File: src/rtl/load_store_unit.sv
// Memory stage behind the ALU. It handles one instruction at a time and
// runs loads/stores over a req/gnt/rvalid port before writeback.
module load_store_unit (
  input  logic        clk,
  input  logic        rst,
  input  logic        in_valid,
  output logic        in_ready,
  input  logic        in_is_load,
  input  logic        in_is_store,
  input  logic [2:0]  in_funct3,
  input  logic [31:0] in_addr,
  input  logic [31:0] in_wdata,
  input  logic [4:0]  in_rd,
  output logic        mem_req,
  output logic        mem_we,
  output logic [31:0] mem_addr,
  output logic [31:0] mem_wdata,
  output logic [3:0]  mem_wstrb,
  input  logic        mem_gnt,
  input  logic        mem_rvalid,
  input  logic [31:0] mem_rdata,
  output logic        out_valid,
  input  logic        out_ready,
  output logic [31:0] out_data,
  output logic [4:0]  out_rd,
  output logic        out_we,
  output logic        out_fault
);

  typedef enum logic [1:0] {
    IDLE,
    REQ,
    WAIT,
    RESP
  } state_t;

  state_t state, state_nxt;

  logic [2:0]  f3_q;
  logic [1:0]  off_q;
  logic        ld_q;
  logic        is_mem;
  logic        fault;
  logic        ld_bad;
  logic        st_bad;
  logic        mis;
  logic [3:0]  st_strb;
  logic [31:0] st_data;
  logic [7:0]  ld_byte;
  logic [15:0] ld_half;
  logic [31:0] ld_data;

  assign is_mem    = in_is_load | in_is_store;
  assign in_ready  = (state == IDLE) && !rst;
  assign mem_req   = (state == REQ);
  assign out_valid = (state == RESP);

  always_comb begin
    ld_bad = in_is_load &&
             (in_funct3 == 3'b011 ||
              in_funct3[2:1] == 2'b11);
    st_bad = in_is_store &&
             !(in_funct3 == 3'b000 ||
               in_funct3 == 3'b001 ||
               in_funct3 == 3'b010);
    mis = is_mem &&
          ((in_funct3[1:0] == 2'b01 &&
            in_addr[0]) ||
           (in_funct3 == 3'b010 &&
            in_addr[1:0] != 2'b00));
    fault = ld_bad | st_bad | mis |
            (in_is_load & in_is_store);
  end

  always_comb begin
    st_strb = 4'b0001 << in_addr[1:0];
    st_data = {4{in_wdata[7:0]}};
    unique case (1'b1)
      in_funct3[1:0] == 2'b10: begin
        st_strb = 4'b1111;
        st_data = in_wdata;
      end
      in_funct3[1:0] == 2'b01: begin
        st_strb = 4'b0011 << {in_addr[1], 1'b0};
        st_data = {2{in_wdata[15:0]}};
      end
      default: ;
    endcase
  end

  // Lane select by the captured byte offset, then extend.
  always_comb begin
    ld_byte = mem_rdata[{off_q, 3'b000} +: 8];
    ld_half = off_q[1] ? mem_rdata[31:16]
                       : mem_rdata[15:0];
    ld_data = mem_rdata;
    unique case (1'b1)
      f3_q[1:0] == 2'b00:
        ld_data = {{24{~f3_q[2] & ld_byte[7]}},
                   ld_byte};
      f3_q[1:0] == 2'b01:
        ld_data = {{16{~f3_q[2] & ld_half[15]}},
                   ld_half};
      default: ;
    endcase
  end

  always_comb begin
    state_nxt = state;
    unique case (state)
      IDLE:
        if (in_valid)
          state_nxt = (is_mem && !fault) ? REQ
                                         : RESP;
      REQ:
        if (mem_gnt)
          state_nxt = ld_q ? WAIT : RESP;
      WAIT:
        if (mem_rvalid)
          state_nxt = RESP;
      RESP:
        if (out_ready)
          state_nxt = IDLE;
      default:
        state_nxt = IDLE;
    endcase
  end

  always_ff @(posedge clk) begin
    if (rst) state <= IDLE;
    else     state <= state_nxt;
  end

  always_ff @(posedge clk) begin
    if (rst) begin
      f3_q      <= '0;
      off_q     <= '0;
      ld_q      <= 1'b0;
      out_data  <= '0;
      out_rd    <= '0;
      out_we    <= 1'b0;
      out_fault <= 1'b0;
      mem_we    <= 1'b0;
      mem_addr  <= '0;
      mem_wdata <= '0;
      mem_wstrb <= '0;
    end else begin
      unique case (state)
        IDLE:
          if (in_valid) begin
            f3_q      <= in_funct3;
            off_q     <= in_addr[1:0];
            ld_q      <= in_is_load;
            out_rd    <= in_rd;
            out_data  <= in_addr;
            out_fault <= fault;
            out_we    <= !is_mem && (in_rd != '0);
            if (is_mem && !fault) begin
              mem_we    <= in_is_store;
              mem_addr  <= {in_addr[31:2], 2'b00};
              mem_wdata <= st_data;
              mem_wstrb <= in_is_store ? st_strb
                                       : 4'b0000;
            end
          end
        WAIT:
          if (mem_rvalid) begin
            out_data <= ld_data;
            out_we   <= (out_rd != '0);
          end
        default: ;
      endcase
    end
  end

endmodule

File: config.mk
export PLATFORM = sky130hd
export DESIGN_NAME = load_store_unit
export DESIGN_NICKNAME = d
export VERILOG_FILES = /design/src/rtl/load_store_unit.sv
export SDC_FILE = /design/constraint.sdc
export NUM_CORES = 1
export LEC_CHECK = 0
export ABC_AREA = 1
export BUFFER_PORTS_ARGS = -buffer_cell sky130_fd_sc_hd__buf_2
export CAP_MARGIN = 5
export CORE_UTILIZATION = 50
export CTS_CLUSTER_DIAMETER = 30
export DETAILED_ROUTE_END_ITERATION = 7
export PLACE_DENSITY = 0.88
export SLEW_MARGIN = 10
export SYNTH_ARGS = -nofsm -noshare
export SYNTH_HDL_FRONTEND = slang
export SYNTH_SLANG_ARGS = --single-unit
File: constraint.sdc
create_clock -name clk -period 2.1 [get_ports clk]
set_input_delay 0.21 -clock clk [delete_from_list [all_inputs] [get_ports clk]]
set_output_delay 0.21 -clock clk [all_outputs]
set_load 0.1 [all_outputs]
After elaboration in Yosys (flattened, before gate mapping)
Index checks and enable logic that the tools add are counted.

Output and inout bits: 111. Input bits: 112. Register bits after elaboration: 114. Logic and storage cells: 82.

Equal/unequal tests: 14. Shift-type cells: 3. Reductions and logical operators: 27. Multiplexer cells: 18. Bitwise gates (word level): 8.

Operators by type and width (count): 32-bit one-hot mux with 2 select lines (3); 32-bit 2-to-1 mux (2); 32-bit by 6-bit variable part select with 8-bit output (1); 16-bit 2-to-1 mux (1); 2-bit 2-to-1 mux (5); 5-bit nonzero test (2); 2-bit equality test (second input constant) (4); 1-bit logical AND (8); 2-bit one-hot mux with 4 select lines (1); 4-bit one-hot mux with 2 select lines (1); 2-bit by 1-bit equality test with 1-bit output (second input constant) (3); 3-bit by 2-bit equality test with 1-bit output (second input constant) (2); 3-bit AND reduction (2); 1-bit zero test (4); 2-bit zero test (2); 1-bit logical OR (4); 4-bit 2-to-1 mux (1); 2-bit by 1-bit inequality test with 1-bit output (second input constant) (2); 2-bit inequality test (second input constant) (2); 1-bit OR (4); 4-bit AND reduction (1); 2-bit nonzero test (2); 1-bit by 2-bit left shift with 4-bit output (first input constant) (1); 2-bit by 2-bit left shift with 4-bit output (first input constant) (1); other kinds (7) (11).

Depth between registers and ports, before layout
Depth after elaboration: 13. Gate-level depth with buffers: 13. Gate-level depth less buffers: 11.

Worst setup path before layout
No wires, ideal clock.

Path kind: flip-flop to output port. From: register state[0]. To: output in_ready. Required time: 1890 ps. Arrival time: 1933 ps. Buffers on the path: 0. Slack: -43 ps. Cell stages (with the launch flop): 5. Cells stage by stage: dfxtp_1 -> inv_1 -> ha_1 -> inv_1 -> nor2_1.

Word-level cells in the longest chain between the ends: 2.

Ends and longest elaborated chain: from (decl) (line 37) `state_t state, state_nxt;`; from (signal assigned) (line 131) `else state <= state_nxt;`; 2-bit zero test (line 54) `assign in_ready = (state == IDLE) && !rst;`; 1-bit logical AND (line 54); to (decl) (line 7) `output logic in_ready,`.

Every way passes these cells.

Worst setup path after layout
From: register state[1]. To: output in_ready.

The elaborated chain is that of the path after synthesis.

==> results.py <==
metrics = {
    "outcome": {
        "outcome": "complete, no violations",
    },
    "floorplan": {
        "die_width_um": 113,
        "start_util_pct": 51.2,
        "core_area_um2": 12000,
        "fp.dieH_um": 113,
        "rows": 40,
        "die-area_um2": 12700,
        "num_io_pins": 223,
    },
    "timing": {
        "tns_ns": 0,
        "slew_violations": 0,
        "clock_skew_ns": 0.0118,
        "hold_viol_final": 0,
        "rsz0062_at_grt": "no",
        "finalCritPeriodShare_pct": 92.8,
        "setup_violations": 0,
        "worst_slew_pin_slew_ns": 0.562,
        "max_freq_mhz": 513,
        "slew-limit-headroom_pct": 62.6,
        "fin_crit_ns": 1.95,
    },
    "global_routing": {
        "grt_antenna_before_repair": 0,
        "track_usage_pct": 31.8,
        "overflow": 0,
        "grt_max_degree": 75,
        "grt_first_pass_wirelength_mm": 32.0,
        "grt_pass1_vias": 6671,
    },
    "detailed_routing": {
        "vias": 7174,
        "drt_iter0_drc": 779,
        "wl_per_cell_um": 15.5,
        "drc_errors": 0,
        "wirelength_mm": 20.2,
        "first_pass_iters": 6,
        "detail-route-antenna-nets": 0,
        "viasPerCell": 5.51,
    },
    "critical_path": {
        "cp.arrival_ns": 1.74,
        "crit_path_max_fanout": 4,
        "cp.required_ns": 1.89,
        "crit_path_end_kind": "output port",
        "cp-start-kind": "register",
        "path_class": "register to output port",
    },
    "clock_network": {
        "postCtsSetupRepairBufs": 0,
        "numCtsBuffers": 17,
        "htreeDepth": 4,
        "clk_pin_slew_ns": 0.05,
        "cts_resized": 0,
        "clock-sinks": 114,
        "cts_tree": "yes",
        "cts_root_buf": "clkbuf_16",
        "clock_path_buffers": 2,
        "hold_buffers": 0,
        "clk_latency_ns": 0.43,
    },
    "layout": {
        "n_fill_cell": 1037,
        "layout_common_cells": "240 x nand2_1, 220 x buf_2, 120 x nor2_1, 114 x dfxtp_1, 113 x a21oi_1",
        "fin_area_um2": 7910,
        "finalNetCount": 1262,
        "mostFrequentLayoutCell": "nand2_1",
        "num_antenna_cells": 0,
        "final_util_pct": 66.1,
        "layout-drive-gt1-share_pct": 25.0,
        "area_delta_synth_final_pct": 29.1,
    },
    "pwr": {
        "cellPowerDensity_nw_per_um2": 1690,
        "cellLeakagePower_nw": 4.09,
        "peakVddDrop_v": 0.000898,
    },
    "place": {
        "hpwl_mm": 13.9,
        "routabilityCongestion": 0.914,
        "numPortBuffers": 220,
        "place_area_um2": 7260,
    },
    "synthesis": {
        "ys_warn_count": 0,
        "synth-edff-count": 0,
        "syn_area_um2": 6130,
        "ys.flop_type": "dfxtp_1",
        "syn_inst": 953,
        "yosys.cell_types.count": 29,
        "ys_seq_area_share_pct": 37.2,
        "synth-seq-cells": 114,
        "syn_avg_cell_area_um2": 6.43,
        "synth_async_sr_flop_share_pct": 0,
    },
    "run": {
        "maxCapViolCount": 0,
    },
    "min_path": {
        "min_path_type": "input port to register",
    },
}
==> cells in the mapped netlist, drive strengths merged, types with 3 or more instances <==
cell | number | share of area [%]
nand2 | 242 | 15
a31oi | 8 | 0.82
nand3 | 37 | 3.1
a21oi | 114 | 9.4
nor2 | 123 | 7.8
nand4 | 67 | 6.8
clkbuf | 33 | 2.0
ha | 9 | 1.8
or2 | 3 | 0.31
dfxtp | 114 | 37
o21ai | 63 | 5.1
buf | 39 | 3.7
o211ai | 9 | 1.2
inv | 87 | 5.3
==> state kept, by name, indices dropped and copies added, names as in the netlist <==
signal,cells
mem_we,1
ld_q,1
out_we,1
f3_q,3
out_fault,1
mem_wdata,32
state,2
off_q,2
mem_wstrb,4
mem_addr,30
out_rd,5
out_data,32
==> worst max-delay path, stage by stage (launching register included) <==
cell and delay, ns:
dfxtp_1 0.34, inv_1 0.15, ha_1 0.24, inv_1 0.08, nor2_2 0.08, buf_2 0.43
==> per-layer routing <==
layer / GRT usage, % / part of all wire, % / wire, um
met5: 0 / 0 / 0
met4: 15.8 / 3.4 / 693
met3: 9.59 / 10 / 2040
met2: 51.2 / 46 / 9280
met1: 38.6 / 40 / 8160
==> metrics by stage <==
step	instances	hold slack [ns]	setup slack [ns]	total power, mW
after CTS	1301	0.0394	0.0184	13.3
after global placement	1269	0.442	0.111	10.1
after detailed placement	1269	0.449	0.0388	10.1
after global routing	1301	0.0606	0.0158	14.0
final	1301	0.0500	0.151	13.4
after floorplan	954	0.359	0.287	8.91
==> cell type report <==
cell class / instances / area [um^2] / area share [%]
clock buffers: 18 / 429 / 5.43
clock inverters: 14 / 213 / 2.69
inverters: 88 / 335 / 4.24
multi-input cells: 680 / 3170 / 40.1
flip-flops and latches: 114 / 2280 / 28.9
well taps: 147 / 184 / 2.33
repair buffers: 240 / 1290 / 16.3
==> logic make-up (layout without fill, tap and decap cells) <==
group / count (synthesis) / in the layout / share of synthesized area (%)
buffers and inverters: 160 / 360 / 11.1
DFF: 114 / 114 / 37.2
other: 1 / 2 / 0.0612
AOI/OAI and AO/OA: 196 / 196 / 16.7
and+or+nand+nor: 473 / 473 / 33.0
adders and majority gates: 9 / 9 / 1.84
==> final timing paths <==
path / from / end / slack, ns / depth (start not counted)
hold reg to reg: mem_wstrb[2] / mem_wstrb[2] / 0.46 / 2
setup / recovery: state[1] / in_ready / 0.15 / 5
setup reg to reg: state[0] / out_data[27] / 0.22 / 9
hold / removal: in_rd[3] / out_rd[3] / 0.05 / 3
==> report_power, final <==
part           leakage (nW)  internal [mW]  switching (mW)  total, mW
Combinational          2.84           1.40            5.86       7.26
Sequential            0.935           2.68           0.289       2.97
Clock                 0.314           2.10            1.07       3.17
Total                  4.09           6.18            7.22       13.4
Note: power is estimated with default switching activity, not from simulation.
